### src/rtl/uart_rx_pkg.sv
// ============================================================================
//  Module   : uart_rx_pkg
//  Purpose  : Shared constants for the UART receive deserializer.
//  Revision : 1.0 - initial release
// ============================================================================
`default_nettype none

package uart_rx_pkg;

    localparam int STATE_W = 3;

    localparam logic [STATE_W-1:0] ST_IDLE   = 3'd0;
    localparam logic [STATE_W-1:0] ST_START  = 3'd1;
    localparam logic [STATE_W-1:0] ST_DATA   = 3'd2;
    localparam logic [STATE_W-1:0] ST_PARITY = 3'd3;
    localparam logic [STATE_W-1:0] ST_STOP   = 3'd4;

    localparam int PRESCALE_8  = 8;
    localparam int PRESCALE_16 = 16;
    localparam int PRESCALE_32 = 32;

    localparam logic PAR_EVEN = 1'b0;
    localparam logic PAR_ODD  = 1'b1;

endpackage

`default_nettype wire

### src/rtl/uart_rx_edge_bit_counter.sv
// ============================================================================
//  Module   : uart_rx_edge_bit_counter
//  Purpose  : Oversampling edge counter, bit counter and sample-point strobes.
//             Macro UART_RX_MAJORITY_VOTE_EN adds the two early vote strobes.
//  Revision : 1.0 - initial release
// ============================================================================
`default_nettype none

module uart_rx_edge_bit_counter
    import uart_rx_pkg::*;
#(
    parameter int PRESCALE_W = 6,
    parameter int BIT_CNT_W  = 4
) (
    input  logic                  clk,
    input  logic                  rst,
    input  logic                  i_start,
    input  logic                  i_active,
    input  logic [PRESCALE_W-1:0] i_prescale,
    output logic [BIT_CNT_W-1:0]  o_bit_cnt,
    output logic                  o_bit_end,
    output logic                  o_sample_dec
`ifdef UART_RX_MAJORITY_VOTE_EN
    ,
    output logic                  o_sample_early,
    output logic                  o_sample_mid
`endif
);

    logic [PRESCALE_W-1:0] edge_cnt_q, edge_cnt_d;
    logic [BIT_CNT_W-1:0]  bit_cnt_q, bit_cnt_d;
    logic [PRESCALE_W-1:0] w_half;

    assign w_half = i_prescale >> 1;

    // The start-detect cycle is edge 0, so the first counted cycle is edge 1.
    always_comb begin
        edge_cnt_d = edge_cnt_q;
        bit_cnt_d  = bit_cnt_q;
        if (i_start) begin
            edge_cnt_d = PRESCALE_W'(1);
            bit_cnt_d  = '0;
        end else if (!i_active) begin
            edge_cnt_d = '0;
            bit_cnt_d  = '0;
        end else if (o_bit_end) begin
            edge_cnt_d = '0;
            bit_cnt_d  = bit_cnt_q + BIT_CNT_W'(1);
        end else begin
            edge_cnt_d = edge_cnt_q + PRESCALE_W'(1);
        end
    end

    always_ff @(posedge clk) begin
        if (rst) begin
            edge_cnt_q <= '0;
            bit_cnt_q  <= '0;
        end else begin
            edge_cnt_q <= edge_cnt_d;
            bit_cnt_q  <= bit_cnt_d;
        end
    end

    assign o_bit_cnt    = bit_cnt_q;
    assign o_bit_end    = i_active && (edge_cnt_q == i_prescale - PRESCALE_W'(1));
    assign o_sample_dec = i_active && (edge_cnt_q == w_half + PRESCALE_W'(1));
`ifdef UART_RX_MAJORITY_VOTE_EN
    assign o_sample_early = i_active && (edge_cnt_q == w_half - PRESCALE_W'(1));
    assign o_sample_mid   = i_active && (edge_cnt_q == w_half);
`endif

endmodule

`default_nettype wire

### src/rtl/uart_rx_deserializer.sv
// ============================================================================
//  Module   : uart_rx_deserializer
//  Purpose  : UART receiver: start detect, mid-bit sampling, parity/stop check.
//             Macro UART_RX_MAJORITY_VOTE_EN enables 3-sample majority voting.
//  Revision : 1.0 - initial release
// ============================================================================
`default_nettype none

module uart_rx_deserializer
    import uart_rx_pkg::*;
#(
    parameter int DATA_WIDTH = 8,
    parameter int PRESCALE_W = 6
) (
    input  logic                  CLK,
    input  logic                  RST,
    input  logic                  RX_IN,
    input  logic [PRESCALE_W-1:0] Prescale,
    input  logic                  PAR_EN,
    input  logic                  PAR_TYP,
    output logic [DATA_WIDTH-1:0] P_DATA,
    output logic                  Data_Valid,
    output logic                  Par_Err,
    output logic                  Stp_Err,
    output logic                  busy
);

    localparam int BIT_CNT_W = $clog2(DATA_WIDTH + 3);
    localparam logic [BIT_CNT_W-1:0] LAST_DATA_BIT = BIT_CNT_W'(DATA_WIDTH);

    logic [STATE_W-1:0]    state_q, state_d;
    logic                  armed_q, armed_d;
    logic [PRESCALE_W-1:0] prescale_q, prescale_d;
    logic                  par_en_q, par_en_d;
    logic                  par_typ_q, par_typ_d;
    logic [DATA_WIDTH-1:0] shift_q, shift_d;
    logic                  par_err_rec_q, par_err_rec_d;
    logic [DATA_WIDTH-1:0] p_data_q, p_data_d;
    logic                  data_valid_q, data_valid_d;
    logic                  par_err_q, par_err_d;
    logic                  stp_err_q, stp_err_d;

    logic                  w_start;
    logic                  w_active;
    logic [PRESCALE_W-1:0] w_prescale_sel;
    logic [BIT_CNT_W-1:0]  w_bit_cnt;
    logic                  w_bit_end;
    logic                  w_sample_dec;
    logic                  w_bit;
    logic                  w_par_exp;

    assign w_start  = (state_q == ST_IDLE) && armed_q && !RX_IN;
    assign w_active = (state_q != ST_IDLE);

    // Illegal ratios fall back to 8 so a misprogrammed link still frames.
    assign w_prescale_sel = ((Prescale == PRESCALE_W'(PRESCALE_16)) ||
                             (Prescale == PRESCALE_W'(PRESCALE_32)))
                            ? Prescale : PRESCALE_W'(PRESCALE_8);

`ifdef UART_RX_MAJORITY_VOTE_EN
    logic w_sample_early, w_sample_mid;
    logic vote_a_q, vote_a_d, vote_b_q, vote_b_d;

    always_comb begin
        vote_a_d = vote_a_q;
        vote_b_d = vote_b_q;
        if (w_sample_early) vote_a_d = RX_IN;
        if (w_sample_mid)   vote_b_d = RX_IN;
    end

    always_ff @(posedge CLK) begin
        if (RST) begin
            vote_a_q <= 1'b0;
            vote_b_q <= 1'b0;
        end else begin
            vote_a_q <= vote_a_d;
            vote_b_q <= vote_b_d;
        end
    end

    assign w_bit = (vote_a_q & vote_b_q) | (vote_a_q & RX_IN) | (vote_b_q & RX_IN);
`else
    assign w_bit = RX_IN;
`endif

    uart_rx_edge_bit_counter #(
        .PRESCALE_W (PRESCALE_W),
        .BIT_CNT_W  (BIT_CNT_W)
    ) u_counter (
        .clk            (CLK),
        .rst            (RST),
        .i_start        (w_start),
        .i_active       (w_active),
        .i_prescale     (prescale_q),
        .o_bit_cnt      (w_bit_cnt),
        .o_bit_end      (w_bit_end),
        .o_sample_dec   (w_sample_dec)
`ifdef UART_RX_MAJORITY_VOTE_EN
        ,
        .o_sample_early (w_sample_early),
        .o_sample_mid   (w_sample_mid)
`endif
    );

    always_ff @(posedge CLK) begin
        if (RST) state_q <= ST_IDLE;
        else     state_q <= state_d;
    end

    always_comb begin
        state_d = state_q;
        case (state_q)
            ST_IDLE:   if (w_start) state_d = ST_START;
            ST_START: begin
                if (w_sample_dec && w_bit) state_d = ST_IDLE;
                else if (w_bit_end)        state_d = ST_DATA;
            end
            ST_DATA:   if (w_bit_end && (w_bit_cnt == LAST_DATA_BIT))
                           state_d = par_en_q ? ST_PARITY : ST_STOP;
            ST_PARITY: if (w_bit_end) state_d = ST_STOP;
            ST_STOP:   if (w_sample_dec) state_d = ST_IDLE;
            default:   state_d = ST_IDLE;
        endcase
    end

    always_comb begin
        busy = (state_q != ST_IDLE);
    end

    assign w_par_exp = (par_typ_q == PAR_ODD) ? ~(^shift_q) : ^shift_q;

    always_comb begin
        armed_d       = armed_q;
        prescale_d    = prescale_q;
        par_en_d      = par_en_q;
        par_typ_d     = par_typ_q;
        shift_d       = shift_q;
        par_err_rec_d = par_err_rec_q;
        p_data_d      = p_data_q;
        data_valid_d  = 1'b0;
        par_err_d     = 1'b0;
        stp_err_d     = 1'b0;
        // A low stop bit disarms start detection until the line returns high.
        if ((state_q == ST_IDLE) && !armed_q && RX_IN) armed_d = 1'b1;
        if (w_start) begin
            prescale_d    = w_prescale_sel;
            par_en_d      = PAR_EN;
            par_typ_d     = PAR_TYP;
            shift_d       = '0;
            par_err_rec_d = 1'b0;
        end
        case (state_q)
            ST_DATA:   if (w_sample_dec) shift_d = {w_bit, shift_q[DATA_WIDTH-1:1]};
            ST_PARITY: if (w_sample_dec) par_err_rec_d = (w_bit != w_par_exp);
            ST_STOP: begin
                if (w_sample_dec) begin
                    stp_err_d    = !w_bit;
                    par_err_d    = par_err_rec_q;
                    data_valid_d = w_bit && !par_err_rec_q;
                    if (w_bit && !par_err_rec_q) p_data_d = shift_q;
                    if (!w_bit) armed_d = 1'b0;
                end
            end
            default: ;
        endcase
    end

    always_ff @(posedge CLK) begin
        if (RST) begin
            armed_q       <= 1'b1;
            prescale_q    <= PRESCALE_W'(PRESCALE_8);
            par_en_q      <= 1'b0;
            par_typ_q     <= PAR_EVEN;
            shift_q       <= '0;
            par_err_rec_q <= 1'b0;
            p_data_q      <= '0;
            data_valid_q  <= 1'b0;
            par_err_q     <= 1'b0;
            stp_err_q     <= 1'b0;
        end else begin
            armed_q       <= armed_d;
            prescale_q    <= prescale_d;
            par_en_q      <= par_en_d;
            par_typ_q     <= par_typ_d;
            shift_q       <= shift_d;
            par_err_rec_q <= par_err_rec_d;
            p_data_q      <= p_data_d;
            data_valid_q  <= data_valid_d;
            par_err_q     <= par_err_d;
            stp_err_q     <= stp_err_d;
        end
    end

    assign P_DATA     = p_data_q;
    assign Data_Valid = data_valid_q;
    assign Par_Err    = par_err_q;
    assign Stp_Err    = stp_err_q;

endmodule

`default_nettype wire

### config.mk
export PLATFORM = sky130hd
export DESIGN_NAME = uart_rx_deserializer
export DESIGN_NICKNAME = d
export VERILOG_FILES = /design/src/rtl/uart_rx_pkg.sv /design/src/rtl/uart_rx_edge_bit_counter.sv /design/src/rtl/uart_rx_deserializer.sv
export SDC_FILE = /design/constraint.sdc
export NUM_CORES = 1
export LEC_CHECK = 0
export CAP_MARGIN = 5
export CORE_MARGIN = 2
export CORE_UTILIZATION = 60
export DETAILED_ROUTE_END_ITERATION = 8
export PLACE_DENSITY_LB_ADDON = 0.1
export SETUP_SLACK_MARGIN = 0.2
export SLEW_MARGIN = 20
export SYNTH_ARGS = -nofsm -noshare
export SYNTH_HDL_FRONTEND = slang
export SYNTH_SLANG_ARGS = --single-unit
export TNS_END_PERCENT = 20
### constraint.sdc
create_clock -name CLK -period 3.8 [get_ports CLK]
set_clock_uncertainty 0.05 [all_clocks]
set_input_delay 1.14 -clock CLK [delete_from_list [all_inputs] [get_ports CLK]]
set_output_delay 1.14 -clock CLK [all_outputs]
set_load 0.01 [all_outputs]
==> results of run 1 <==
placed cells by master, fill, tap and decap left out, drive strengths merged, types with 2 or more instances in the layout:
| master | n |
|---|---|
| o21ai | 4 |
| a21oi | 16 |
| inv | 10 |
| or2 | 3 |
| nor3 | 7 |
| ha | 6 |
| xor2 | 12 |
| nand2 | 23 |
| and3 | 3 |
| clkbuf | 6 |
| mux2i | 8 |
| buf | 3 |
| clkdlybuf4s50 | 22 |
| nand3 | 18 |
| nand2b | 3 |
| or3 | 2 |
| bufinv | 2 |
| a32oi | 2 |
| a211oi | 3 |
| a21o | 2 |
| xnor2 | 19 |
| dfxtp | 42 |
| nor4 | 2 |
| nor2 | 35 |
worst max-delay path: cells and delay by family (launching register included):
kind,cells,cell delay [ns]
flip-flops,1,0.39
buffers and inverters,2,0.53
AND/OR/NAND/NOR,1,0.26
cells by family (layout without fill, tap and decap cells):
family,count (synthesis),count (layout),synth area share (%)
DFF,42,42,40.4
AOI/OAI and AO/OA,33,33,10.0
and+or+nand+nor,104,104,23.9
adders and majority gates,6,6,3.61
muxes,8,8,3.85
xor gates and xnor gates,31,31,13.0
buffers and inverters,24,43,5.11
worst max-delay path by stage:
stage / startpoint / to / slack, ns / cells past startpoint
after global placement: RX_IN / prescale_q[3] / 0.99 / 7
after global routing: prescale_q[2] / P_DATA[2] / 0.82 / 8
after detailed placement: RX_IN / prescale_q[3] / 0.95 / 7
after floorplan: RX_IN / par_err_rec_q / 1.52 / 7
final: state_q[2] / busy / 1.08 / 3
after CTS: state_q[2] / busy / 1.06 / 3
final cells by class:
cell class	count	area (um^2)
Fill cell	273	913
Multi-Input combinational cell	182	1130
Clock inverter	2	60.1
Tap cell	46	57.6
Sequential cell	42	841
Clock buffer	6	51.3
Timing Repair Buffer	25	243
Inverter	10	37.5
per-layer routing:
| layer | share of wire [%] | global-route usage, % | vias up |
|---|---|---|---|
| li1 | - | - | 862 |
| met3 | 5.3 | 6.49 | 5 |
| met4 | 1.2 | 6.67 | 0 |
| met2 | 45 | 33.4 | 46 |
| met1 | 49 | 31.8 | 785 |
| met5 | 0 | 0 | - |
flip-flops by register name, summed over array words and instances, names as in the netlist:
| register | flops |
|---|---|
| P_DATA | 8 |
| shift_q | 8 |
| prescale_q | 6 |
| u_counter.edge_cnt_q | 6 |
| u_counter.o_bit_cnt | 4 |
| state_q | 3 |
| Data_Valid | 1 |
| Par_Err | 1 |
| Stp_Err | 1 |
| armed_q | 1 |
| par_en_q | 1 |
| par_err_rec_q | 1 |
| par_typ_q | 1 |
power breakdown:
group          internal [W]  leakage, nW  switching (W)
clock              0.000223       0.0585       0.000145
combinational     0.0000274        0.539      0.0000303
sequential         0.000444        0.339     0.00000587
total              0.000694        0.937       0.000181
metrics by stage:
step	power, W	hold slack (ns)	worst slack [ns]	cells	utilization, %
global route	0.000909	0.476	0.817	313	72.6
detailed placement	0.000517	0.432	0.953	305	69.3
global placement	0.000516	0.414	0.986	305	69.3
CTS	0.000882	0.456	1.06	313	72.6
floorplan	0.000493	0.400	1.52	248	-
finish	0.000875	0.455	1.08	313	72.6
==> flow_summary_export.csv, run 1 <==
group,metric,value,unit
cts,cts.htree.levels,2,
detailed_routing,firstDrtPassIters,5,
setup_path,r2r-start,"prescale_q[3]",
cts,clockBufferDepth,2,
logic_synthesis,ys_seq_elements,42,
worst_hold_path,hp-start,"par_typ_q",
power,p_leak,0.937,nW
setup_path,cp.required,2.61,ns
logic_synthesis,ys_seq_area_share,40.4,%
detailed_routing,drc,0,
setup_path,path_cells,"nor3_1, inv_1, clkdlybuf4s50_1",
layout,antenna_cells,0,
sta,fmax,368,MHz
floorplanning,rows,21,
logic_synthesis,synth_fp_nets,265,
layout,drive_gt1_share,6.37,%
detailed_routing,vias_per_cell,5.42,
grt,grt.overflow.total,0,
layout,postLayoutCellArea,2420,um^2
cts,numCtsBuffers,5,
grt,grt_antenna_before_repair,0,
layout,syn_to_final_growth,16.5,%
power,p_per_area,361,nW/um^2
cts,ctsResizeCount,0,
cts,cts_sinks,42,
logic_synthesis,synthTopCellsByCount,"dfxtp_1 (42), nor2_1 (35), nand2_1 (23)",
sta,finalCritPeriodShare,71.5,%
logic_synthesis,synthCells,248,
grt,grt_usage,22.6,%
worst_hold_path,hp-class,"flip-flop to flip-flop",
flow_run,cap_violations,0,
grt,grt_max_degree,34,
setup_path,reg2reg_to,"P_DATA[5]",
setup_path,end_kind,"output port",
worst_hold_path,holdPathEnd,"par_typ_q",
grt,grt_pass1_wl,7.10,mm
setup_path,r2r_slack,1.12,ns
sta,rsz0062_at_grt,"no",
placement,placed_cell_area,2310,um^2
setup_path,worst-setup-path-type,"flip-flop to output port",
setup_path,crit_path_start_kind,"flip-flop",
sta,final.setup.tns,0,ns
sta,worst_pin_slew,0.627,ns
sta,drv_slew,0,
logic_synthesis,netlist_top_cells_area,"dfxtp_1 (40%), xnor2_1 (8.0%), nor2_1 (6.3%)",
detailed_routing,drtIter0Drc,74,
logic_synthesis,async_flop_share,0,%
detailed_routing,wl_per_cell,13.0,um
power,ir_drop,0.000263,V
setup_path,crit_path_max_fanout,7,
cts,clk_pin_slew_worst_paths,0.12,ns
floorplanning,initial_core_util,62.4,%
cts,cts_setup_buffers,0,
logic_synthesis,yosys_warnings,0,
setup_path,critPathArrivalTime,1.53,ns
floorplanning,die_h,62.9,um
logic_synthesis,synth_top_cell_area_share,40.4,%
layout,nets,283,
floorplanning,ioPinCount,23,
sta,period_needed,2.72,ns
outcome,outcome,"completed",
placement,hpwl,2.84,mm
setup_path,slowest_delay,0.47,ns
floorplanning,die_w,62.9,um
setup_path,cp_slowest_cell,"clkdlybuf4s50_1",
floorplanning,core_area,3340,um^2
sta,slew_headroom,57.9,%
placement,portBuffers,22,
logic_synthesis,synth_edf_count,0,
logic_synthesis,avgSynthCellArea,8.39,um^2
detailed_routing,postRouteAntennaNets,0,
setup_path,r2r_cells,7,
grt,grt_pass1_vias,1551,
detailed_routing,vias,1698,
logic_synthesis,ys.flop_type,"dfxtp_1",
cts,clkLatencyLatePin,0.35,ns
cts,cts_hold_buf,0,
sta,hold_violations,0,
cts,cts_tree,"yes",
detailed_routing,routed_wl,4.08,mm
floorplanning,fp.dieArea,3960,um^2
logic_synthesis,synth_top_area_cell,"dfxtp_1",
worst_hold_path,min_path_cells,2,
placement,gpl.final_weighted_congestion,0.889,
cts,root_buffer,"clkbuf_4",
logic_synthesis,synthDistinctLibCells,44,
sta,setup_viol,0,
logic_synthesis,synth.cell_area,2080,um^2
logic_synthesis,yosysMostFrequentCell,"dfxtp_1",
Note: power is estimated with default switching activity, not from simulation.
==> run 2: changes to the inputs <==
--- a/config.mk
+++ b/config.mk
@@ -7,7 +7,7 @@
 export LEC_CHECK = 0
 export CAP_MARGIN = 5
 export CORE_MARGIN = 2
-export CORE_UTILIZATION = 60
+export CORE_UTILIZATION = 50
 export DETAILED_ROUTE_END_ITERATION = 8
 export PLACE_DENSITY_LB_ADDON = 0.1
 export SETUP_SLACK_MARGIN = 0.2
==> constraint.sdc (replaced) <==
create_clock -name CLK -period 2.4 [get_ports CLK]
set_clock_uncertainty 0.05 [all_clocks]
set_input_delay 0.72 -clock CLK [delete_from_list [all_inputs] [get_ports CLK]]
set_output_delay 0.72 -clock CLK [all_outputs]
set_load 0.01 [all_outputs]
==> run 2 against run 1 <==
  * Setup slack got worse by 0.87 ns
  * Clock power up 30%
  * Critical path depth increased by 5
  * Sequential cell count unchanged
  * Combinational power increased by 69%
  * Final area increased by 6.7%
  * Via count rose by 1.2%
  * Die area increased by 19%
  * Largest power group unchanged
==> flow_summary_export.csv, run 2 (synthesized netlist as in run 1, its figures left out) <==
group,metric,value,unit
outcome,outcome,"completed",
placement,placed_cell_area,2390,um^2
detailed_routing,vias_per_cell,5.22,
sta,fmax,456,MHz
worst_hold_path,holdPathEnd,"par_typ_q",
power,power,0.00128,W
setup_path,crit_path_start_kind,"flip-flop",
sta,hold_violations,0,
setup_path,r2r-start,"prescale_q[2]",
cts,clockBufferDepth,2,
detailed_routing,wl_per_cell,13.0,um
setup_path,critPathArrivalTime,2.31,ns
sta,rsz0062_at_grt,"yes",
setup_path,worst-setup-path-type,"flip-flop to flip-flop",
grt,grt_max_degree,34,
sta,slew_headroom,77.4,%
layout,antenna_cells,0,
cts,cts_sinks,42,
floorplanning,ioPinCount,23,
sta,period_needed,2.19,ns
floorplanning,initial_core_util,52.0,%
layout,n_fill_cell,350,
grt,grt.overflow.total,0,
grt,grt_pass1_wl,6.91,mm
detailed_routing,routed_wl,4.27,mm
cts,numCtsBuffers,5,
cts,root_buffer,"clkbuf_8",
floorplanning,die_h,68.5,um
layout,syn_to_final_growth,24.3,%
layout,final_util,64.7,%
setup_path,reg2reg_to,"par_err_rec_q",
placement,portBuffers,22,
floorplanning,die_w,68.5,um
flow_run,cap_violations,0,
setup_path,r2r_slack,0.21,ns
worst_hold_path,hp-class,"flip-flop to flip-flop",
setup_path,crit_path_max_fanout,6,
detailed_routing,postRouteAntennaNets,0,
cts,cts_tree,"yes",
sta,drv_slew,0,
detailed_routing,drc,0,
detailed_routing,vias,1719,
sta,setup_viol,0,
cts,cts.htree.levels,2,
cts,clkLatencyLatePin,0.29,ns
sta,final.setup.tns,0,ns
sta,worst_pin_slew,0.339,ns
detailed_routing,firstDrtPassIters,4,
layout,final_cell_mix,"dfxtp_1 (34), nor2_1 (34), nand2_1 (23)",
layout,nets,295,
power,p_leak,1.00,nW
layout,postLayoutCellArea,2590,um^2
cts,clk_pin_slew_worst_paths,0.08,ns
placement,hpwl,2.93,mm
floorplanning,fp.dieArea,4690,um^2
detailed_routing,drtIter0Drc,105,
floorplanning,core_area,4000,um^2
grt,grt_antenna_before_repair,0,
sta,holdWs,0.424,ns
setup_path,r2r_cells,8,
power,ir_drop,0.000293,V
setup_path,cp.required,2.52,ns
setup_path,end_kind,"flip-flop",
worst_hold_path,hp-start,"par_typ_q",
grt,grt_pass1_vias,1544,
layout,drive_gt1_share,17.6,%
floorplanning,rows,23,
grt,grt_usage,19.6,%
sta,finalCritPeriodShare,91.3,%
placement,gpl.final_weighted_congestion,0.892,
power,p_per_area,497,nW/um^2
worst_hold_path,min_path_cells,2,
run 2: metrics by stage:
stage | std cells | worst slack (ns)
floorplan | 248 | 0.327
global placement | 319 | 0.149
detailed placement | 319 | 0.104
CTS | 327 | 0.181
global route | 329 | 0.142
finish | 329 | 0.208
run 2: final cells by class:
class / count / area [um^2] / area share, %
multi-input combinational: 182 / 1200 / 46.3
inverter: 10 / 37.5 / 1.45
sequential: 42 / 858 / 33.2
tap: 50 / 62.6 / 2.42
clock inverter: 1 / 8.76 / 0.339
clock buffer: 7 / 86.3 / 3.34
timing repair buffer: 37 / 337 / 13.0
run 2: power by group:
group / internal [W] / total (W) / switching, W
Clock: 0.000238 / 0.000480 / 0.000242
Combinational: 0.0000473 / 0.0000974 / 0.0000501
Sequential: 0.000699 / 0.000708 / 0.00000854
run 2: how the worst max path moves through the flow:
stage,slack [ns],from,endpoint,cells after the start
after floorplan,0.33,prescale_q[1],state_q[1],9
after global placement,0.15,RX_IN,par_err_rec_q,7
after detailed placement,0.10,RX_IN,par_err_rec_q,7
after CTS,0.18,prescale_q[1],par_err_rec_q,9
after global routing,0.14,prescale_q[2],par_err_rec_q,8
final,0.21,prescale_q[2],par_err_rec_q,8
run 2: repair_timing:
item,CTS,global route
gates cloned,0,2
setup endpoints to repair,10,23
hold buffers,0,0
gates resized for setup,7,22
setup buffers,0,0
pin swaps,0,8
run 2: critical path, cell delays in order (launching register included):
cell	delay, ns
dfxtp_4	0.39
nand3_1	0.12
or3_2	0.44
a21oi_2	0.16
o311a_1	0.23
buf_6	0.14
or3b_4	0.39
nor2_2	0.11
a211oi_2	0.05
run 2: per-layer routing:
| metal | vias up | wire length, um | global-route usage [%] |
|---|---|---|---|
| met5 | - | 0 | 0 |
| met4 | 0 | 50 | 6.50 |
| met3 | 6 | 212 | 4.38 |
| met2 | 37 | 1820 | 29.8 |
| met1 | 785 | 2180 | 27.5 |
| li1 | 891 | - | - |
==> run 3: changes to the inputs <==
--- a/config.mk
+++ b/config.mk
@@ -10,7 +10,6 @@
 export CORE_UTILIZATION = 50
 export DETAILED_ROUTE_END_ITERATION = 8
 export PLACE_DENSITY_LB_ADDON = 0.1
-export SETUP_SLACK_MARGIN = 0.2
 export SLEW_MARGIN = 20
 export SYNTH_ARGS = -nofsm -noshare
 export SYNTH_HDL_FRONTEND = slang
==> run 3 against run 2 <==
  * Maximum frequency fell by 5.1%
  * Largest power group unchanged
  * Global-route usage did not move
  * Clock power barely moved
  * Largest cell class unchanged
  * Setup slack got worse by 0.12 ns
==> flow_summary_export.csv, run 3 (synthesized netlist as in run 1, its figures left out) <==
group,metric,value,unit
detailed_routing,vias,1701,
layout,antenna_cells,0,
setup_path,crit_path_start_kind,"flip-flop",
setup_path,startpoint,"state_q[2]",
sta,fmax,433,MHz
sta,finalCritPeriodShare,96.2,%
floorplanning,initial_core_util,52.0,%
grt,grt_usage,19.6,%
setup_path,critPathArrivalTime,1.54,ns
cts,cts_sinks,42,
worst_hold_path,hp-class,"flip-flop to flip-flop",
detailed_routing,firstDrtPassIters,4,
detailed_routing,postRouteAntennaNets,0,
sta,setup_viol,0,
grt,grt_antenna_before_repair,0,
layout,drive_gt1_share,10.5,%
placement,portBuffers,22,
floorplanning,die_h,68.5,um
floorplanning,ioPinCount,23,
floorplanning,fp.dieArea,4690,um^2
cts,cts_tree,"yes",
layout,syn_to_final_growth,19.9,%
setup_path,end_kind,"output port",
sta,rsz0062_at_grt,"no",
power,power,0.00129,W
cts,clk_pin_slew_worst_paths,0.08,ns
cts,clkLatencyLatePin,0.30,ns
sta,hold_violations,0,
grt,grt_pass1_vias,1544,
setup_path,crit_path_max_fanout,7,
power,p_leak,0.978,nW
setup_path,r2r-start,"prescale_q[2]",
cts,numCtsBuffers,5,
outcome,outcome,"completed",
power,ir_drop,0.000294,V
placement,dp.cells,319,
detailed_routing,routed_wl,4.08,mm
layout,final_common_cell,"dfxtp_1",
sta,drv_slew,0,
cts,cts.htree.levels,2,
setup_path,cp.required,1.63,ns
grt,grt_max_degree,34,
layout,regArea,843,um^2
sta,final.setup.tns,0,ns
detailed_routing,wl_per_cell,12.5,um
grt,grt_pass1_wl,6.91,mm
sta,worst_slack,0.0910,ns
grt,grt.overflow.total,0,
sta,worst_pin_slew,0.363,ns
sta,slew_headroom,75.5,%
power,p_per_area,518,nW/um^2
cts,root_buffer,"clkbuf_8",
worst_hold_path,hp-start,"par_typ_q",
sta,period_needed,2.31,ns
detailed_routing,drtIter0Drc,80,
cts,clockBufferDepth,2,
placement,hpwl,2.93,mm
placement,gpl.final_weighted_congestion,0.892,
flow_run,cap_violations,0,
cts,cts_hold_buf,0,
layout,layout.cells.non_filler,327,
setup_path,worst-setup-path-type,"flip-flop to output port",
layout,nets,293,
layout,final_cell_mix,"dfxtp_1 (40), nor2_1 (35), nand2_1 (23)",
layout,final_util,62.4,%
detailed_routing,vias_per_cell,5.20,
floorplanning,rows,23,
floorplanning,core_area,4000,um^2
detailed_routing,drc,0,
layout,n_fill_cell,368,
floorplanning,die_w,68.5,um
layout,multiInputGateArea,1140,um^2
placement,dpl_worst_slack,0.104,ns
[run 3: where the power goes]
group	total, W	switching (W)	internal [W]
combinational	0.0000973	0.0000492	0.0000482
clock	0.000483	0.000246	0.000238
sequential	0.000711	0.00000841	0.000702
total	0.00129	0.000303	0.000988
[run 3: metal layers]
metal,vias up,GRT usage [%],routed length (um)
met4,0,6.50,45
met2,43,29.8,1720
met1,763,27.5,2110
met3,6,4.38,204
li1,889,-,-
met5,-,0,0
[run 3: critical path: stages, from the launching register on]
cell	delay (ns)
dfxtp_1	0.45
nor3_2	0.08
buf_4	0.14
inv_1	0.04
clkdlybuf4s50_1	0.52
[run 3: final timing paths]
| kind | cells after the start | end | slack [ns] |
|---|---|---|---|
| worst max-delay path | 4 | busy | 0.09 |
| worst min-delay path | 2 | par_typ_q | 0.42 |
| worst max register to register | 9 | par_err_rec_q | 0.17 |
| worst min register to register | 2 | par_typ_q | 0.42 |
[run 3: layout make-up]
type	count	share of cell area [%]
inverters	10	1.50
well taps	50	2.51
clock inverters	1	0.351
multi-input cells	182	45.6
repair buffers	35	12.7
clock buffers	7	3.46
flip-flops and latches	42	33.8
[run 3: stage by stage]
| stage | cell area, um^2 | hold WS [ns] |
|---|---|---|
| 4_1_cts | 2490 | 0.427 |
| 5_1_grt | 2490 | 0.461 |
| 3_3_place_gp | 2390 | 0.411 |
| 2_1_floorplan | 2080 | 0.400 |
| 6_report | 2490 | 0.423 |
| 3_5_place_dp | 2390 | 0.416 |
[run 3: repair_timing]
action                                  CTS  global route
setup buffers                             0             0
endpoints found under the setup margin    0             2
hold endpoints to repair                  0             0
gates resized for setup                   0             3
